$ cat src/rtl/jetpack_game_seq.sv
// Frame-rate game sequencer: derives a per-frame tick from VGA vertical sync,
// runs the IDLE/PLAY/DEAD game FSM, integrates player motion and keeps score.
module jetpack_game_seq #(
    parameter int unsigned SCREEN_H    = 480,
    parameter int unsigned PLAYER_SIZE = 32,
    parameter int unsigned GRAVITY     = 1,
    parameter int unsigned THRUST      = 2,
    parameter int unsigned VMAX        = 8,
    parameter int unsigned DEAD_FRAMES = 120,
    parameter int unsigned SCORE_MAX   = 9999
) (
    input  logic        clk,
    input  logic        rst,
    input  logic        VS,
    input  logic        thrust,
    input  logic        start,
    input  logic        collide,
    output logic        frame_tick,
    output logic [1:0]  game_state,
    output logic [9:0]  player_y,
    output logic [13:0] score
);

    localparam int unsigned YW = 10;
    localparam int unsigned SW = 14;
    localparam int unsigned VW = 5;
    localparam int unsigned EW = 7;
    localparam int unsigned AW = 11;
    localparam int unsigned CW = ($clog2(DEAD_FRAMES) > 7) ? $clog2(DEAD_FRAMES) : 7;

    localparam logic [YW-1:0]        Y_HOME  = YW'(SCREEN_H / 2 - PLAYER_SIZE / 2);
    localparam logic signed [AW-1:0] Y_FLOOR = AW'(SCREEN_H - PLAYER_SIZE);
    localparam logic signed [EW-1:0] GRV     = EW'(GRAVITY);
    localparam logic signed [EW-1:0] THR     = EW'(THRUST);
    localparam logic signed [EW-1:0] VLIM    = EW'(VMAX);
    localparam logic [SW-1:0]        S_MAX   = SW'(SCORE_MAX);
    localparam logic [CW-1:0]        D_LAST  = CW'(DEAD_FRAMES - 1);

    typedef enum logic [1:0] {
        S_IDLE = 2'b00,
        S_PLAY = 2'b01,
        S_DEAD = 2'b10
    } state_t;

    state_t               state, state_n;
    logic                 vs_q;
    logic signed [VW-1:0] vel, vel_n;
    logic [YW-1:0]        y_n;
    logic [SW-1:0]        score_n;
    logic [CW-1:0]        dead_cnt, cnt_n;

    logic signed [EW-1:0] vel_w, vel_dn, vel_up, vel_c;
    logic signed [AW-1:0] y_sum;

    assign game_state = state;

    // Candidate velocity (clamped to +/-VMAX) and unclamped next position.
    always_comb begin
        vel_w  = {{(EW - VW){vel[VW-1]}}, vel};
        vel_dn = vel_w + GRV;
        vel_up = vel_w - THR;
        if (thrust) begin
            vel_c = (vel_up < -VLIM) ? -VLIM : vel_up;
        end else begin
            vel_c = (vel_dn > VLIM) ? VLIM : vel_dn;
        end
        y_sum = $signed({1'b0, player_y}) + {{(AW - EW){vel_c[EW-1]}}, vel_c};
    end

    // Game FSM next-state and datapath updates.
    always_comb begin
        state_n = state;
        y_n     = player_y;
        vel_n   = vel;
        score_n = score;
        cnt_n   = dead_cnt;
        case (state)
            S_IDLE: begin
                y_n   = Y_HOME;
                vel_n = '0;
                if (start) begin
                    state_n = S_PLAY;
                    score_n = '0;
                end
            end
            S_PLAY: begin
                if (collide) begin
                    state_n = S_DEAD;
                    cnt_n   = '0;
                end else if (frame_tick) begin
                    if (y_sum < 11'sd0) begin
                        y_n   = '0;
                        vel_n = '0;
                    end else if (y_sum > Y_FLOOR) begin
                        y_n   = Y_FLOOR[YW-1:0];
                        vel_n = '0;
                    end else begin
                        y_n   = y_sum[YW-1:0];
                        vel_n = vel_c[VW-1:0];
                    end
                    score_n = (score >= S_MAX) ? S_MAX : score + SW'(1);
                end
            end
            S_DEAD: begin
                if (frame_tick) begin
                    if (dead_cnt == D_LAST) begin
                        state_n = S_IDLE;
                        cnt_n   = '0;
                    end else begin
                        cnt_n = dead_cnt + CW'(1);
                    end
                end
            end
            default: state_n = S_IDLE;
        endcase
    end

    always_ff @(posedge clk or posedge rst) begin
        if (rst) begin
            vs_q       <= 1'b1;
            frame_tick <= 1'b0;
            state      <= S_IDLE;
            player_y   <= Y_HOME;
            vel        <= '0;
            score      <= '0;
            dead_cnt   <= '0;
        end else begin
            vs_q       <= VS;
            frame_tick <= vs_q & ~VS;
            state      <= state_n;
            player_y   <= y_n;
            vel        <= vel_n;
            score      <= score_n;
            dead_cnt   <= cnt_n;
        end
    end

endmodule

$ cat config.mk
export PLATFORM = sky130hd
export DESIGN_NAME = jetpack_game_seq
export DESIGN_NICKNAME = d
export VERILOG_FILES = /design/src/rtl/jetpack_game_seq.sv
export SDC_FILE = /design/constraint.sdc
export NUM_CORES = 1
export LEC_CHECK = 0
export CAP_MARGIN = 20
export CORE_MARGIN = 2
export CORE_UTILIZATION = 51
export DETAILED_ROUTE_END_ITERATION = 12
export GPL_ROUTABILITY_DRIVEN = 0
export PLACE_DENSITY = 0.74
export SETUP_SLACK_MARGIN = 0.3
export SLEW_MARGIN = 30
export SYNTH_ARGS = -nofsm -noshare
export SYNTH_HDL_FRONTEND = slang
export SYNTH_SLANG_ARGS = --single-unit
$ cat constraint.sdc
create_clock -name clk -period 3.85 [get_ports clk]
set_input_delay 0.77 -clock clk [delete_from_list [all_inputs] [get_ports clk]]
set_output_delay 0.77 -clock clk [all_outputs]
set_load 0.01 [all_outputs]
==> run metrics <==
Max IR drop VDD 0.369 mV; syn_nets between 300 and 400; FF+latch count, synth 40; Max Fanout on Critical Path 6; worst-margin pin slew 0.775 ns; Reg2Reg Setup Slack 0.24 ns; DR DRC count 0; CTS Buffer Depth 2; Total GRT Usage 24.0%; CTS tree done; P&R area growth vs syn 34.2%; RSZ-0062 raised after global routing yes; max_slew headroom 48.2%; cell area power density 562 mW/mm2; global-route wire length before repair between 10,000 and 15,000 um; Die Area slightly below 0.006 mm2; Clock transition at path regs around 0.08 ns; mux share of post-synthesis cell area roughly 1.1%; vias in the first global route roughly 2,500; CP arrival 3.80 ns; Worst Hold Path Cells 1; Post-synth EDFFs 0; top-area cell type share of the netlist area around 33%; fraction of the mapped netlist area in simple logic gates 21.0%; CP Class flop to flop; fin crit share a little over nine tenths; Worst setup startpoint vel[1]$_DFFE_PP0P_; top cells by count, synth dfrtp_1, nor2_1, a21oi_1; Starting DRT DRC Count 115; Place WS -0.272 ns; outcome completed; crit-path leading delay family compound AO/OA/AOI/OAI gates; largest area contributor in the netlist dfrtp_1; # Max-Cap Violations 0; combinational family with the most area after synthesis compound AO/OA/AOI/OAI gates; Final setup viols 0; required time worst endpoint around 4.0 ns; min-delay src vs_q$_DFF_PP1_; initial antenna violation count 0; cts hold-fix bufs 0; asr flop ratio synth 100%; Routed Wire Length 6920 um; Hold Vio Cnt, Final 0; TritonCTS sink count 40; core area 0.00514 mm2; final worst slack roughly 0.24 ns; num ports 33; Netlist cell types between 50 and 60; Yosys warning count 0; port bufs 32; dominant cells by area after synthesis dfrtp_1, ha_1, a21oi_1; CP most frequent cell nand2b_4; gr ovfl total 0; slowest stage cell, crit path dfrtp_1; hold path endpoint frame_tick$_DFF_PP0_; worst path bufs/invs 2; Final min period roughly 3.6 ns; Antenna Violating Nets Remaining 0; Post-Synthesis Cells just over 300; Starting Density 52.9%; Hold Crit Class flop to flop; Antenna diodes 0; drt first pass iters 4; Die W 77.0 um; XOR/XNOR share of the synthesized area 3.54%; post-synthesis compound-gate area fraction approximately 26%; routed vias between 2,000 and 3,000; r2r worst-path depth 17; R2R Path Start vel[1]$_DFFE_PP0P_; Seq/Total Area, Yosys between 30% and 40%; fin. max-slew vios 0; # rows 26; Root Buffer clkbuf_8; vias per cell ~6; CTS Buf Count 5; Cell Area, Synth roughly 0.0027 mm2; most numerous cell in the Yosys netlist dfrtp_1; f_max 277 MHz; Detailed Place HPWL 4800 um; DIE HEIGHT ~77 um; Synth Area in Adders between 8 and 9%; Final Skew between 0.004 and 0.005 ns; leak pwr roughly 1.6 nW; Total Power 2.05 mW; Clock Latency Late Sink between 0.2 and 0.3 ns; nets between 400 and 500; Startpoint Class flop; RR Endpoint player_y[4]$_DFFE_PP0P_; crit-path cells nor2_2 -> xor2_1 -> a31oi_1 -> ha_1 -> nand2b_4 -> o21ai_2 -> ha_2 -> inv_2 -> fa_2 -> nand2b_4 -> a21oi_4 -> o21bai_1 -> and3_1 -> o211ai_1 -> buf_4 -> a22oi_2 -> a32o_2; wire length per cell around 15 um; largest net degree at the start of global routing 41; H-tree levels 2; layout cells sized above 1 roughly a quarter; Crit. End Element flop; Most used DFF post-synth dfrtp_1; max incr delay on CP between 0.4 and 0.5 ns; syn avg cell area ~8.9 um2
==> cell families (layout without fill, tap and decap cells) <==
family                     count (synthesis)  in the layout
DFF                                       40             40
xor gates and xnor gates                  11             11
muxes                                      3              3
adders and majority gates                 17             17
and+or+nand+nor                          112            112
AOI/OAI and AO/OA                         99            100
buffers and inverters                     25             97
==> state kept, by name, indices dropped and copies added, names as in the netlist <==
name / flops
vs_q: 1
vel: 5
game_state: 2
score: 14
player_y: 10
frame_tick: 1
dead_cnt: 7
==> final cells by class <==
type | instances | area [um2]
clock buffer | 5 | 68.8
clock inverter | 3 | 42.5
fill | 432 | 1490
inverter | 16 | 60.1
multi-input combinational | 243 | 1750
sequential | 40 | 1010
tap | 70 | 87.6
timing repair buffer | 73 | 631
==> timing repair <==
| action | CTS | global route |
|---|---|---|
| hold endpoints to repair | 0 | 0 |
| setup buffers | 5 | 4 |
| setup endpoints to repair | 14 | 14 |
| gates cloned | 1 | 0 |
| resized for setup | 15 | 16 |
| pin swaps | 8 | 10 |
==> worst max-delay path by stage <==
stage / to / slack, ns / depth (start not counted)
5_1_grt: player_y[0]$_DFFE_PP0P_ / 0.10 / 17
6_report: player_y[4]$_DFFE_PP0P_ / 0.24 / 17
3_3_place_gp: player_y[4]$_DFFE_PP0P_ / -0.15 / 13
3_5_place_dp: vel[0]$_DFFE_PP0P_ / -0.27 / 13
4_1_cts: vel[4]$_DFFE_PP0P_ / 0.31 / 15
2_1_floorplan: player_y[4]$_DFFE_PP0P_ / 0.32 / 17
==> worst reg2reg max path, cell delays in order (launching register included) <==
cell and delay [ns]:
dfrtp_1 0.42, nor2_2 0.15, xor2_1 0.15, a31oi_1 0.10, ha_1 0.34, nand2b_4 0.17, o21ai_2 0.13, ha_2 0.20
inv_2 0.04, fa_2 0.34, nand2b_4 0.17, a21oi_4 0.22, o21bai_1 0.12, and3_1 0.21, o211ai_1 0.18, buf_4 0.17
a22oi_2 0.12, a32o_2 0.28
==> report_power, final <==
part	internal (mW)	switching, mW
Sequential	0.485	0.0725
Combinational	0.536	0.618
Clock	0.192	0.149
==> metrics by stage <==
stage	utilization, %	hold slack [ns]	std cells	setup TNS (ns)	area [um2]
after floorplan	-	0.468	307	0	2740
after detailed placement	65.3	0.500	432	-2.70	3360
after global routing	71.0	0.531	450	0	3650
after global placement	65.3	0.492	432	-1.41	3360
final	71.0	0.513	450	0	3650
after CTS	69.8	0.515	446	0	3590
==> per-layer routing <==
metal | up-vias | track usage (%) | share of wire, %
li1 | 1287 | - | -
met1 | 1320 | 34.6 | 47
met2 | 72 | 38.2 | 48
met3 | 6 | 4.00 | 4.5
met5 | - | 0 | 0
met4 | 0 | 5.00 | 0.88
==> cells in the final DEF (no fill, tap or decap), types with 7 or more instances in the layout <==
cell / synthesis / layout
buf_4: 0 / 39
dfrtp_1: 36 / 34
clkdlybuf4s50_1: 0 / 31
nor2_1: 28 / 27
nand2_1: 22 / 22
o21ai_0: 20 / 17
a21oi_1: 23 / 16
ha_1: 16 / 14
nand3_1: 13 / 13
inv_1: 16 / 13
nor2b_1: 9 / 9
and3_1: 7 / 7
a32o_1: 7 / 7
Power figures use the tool's default switching activity.
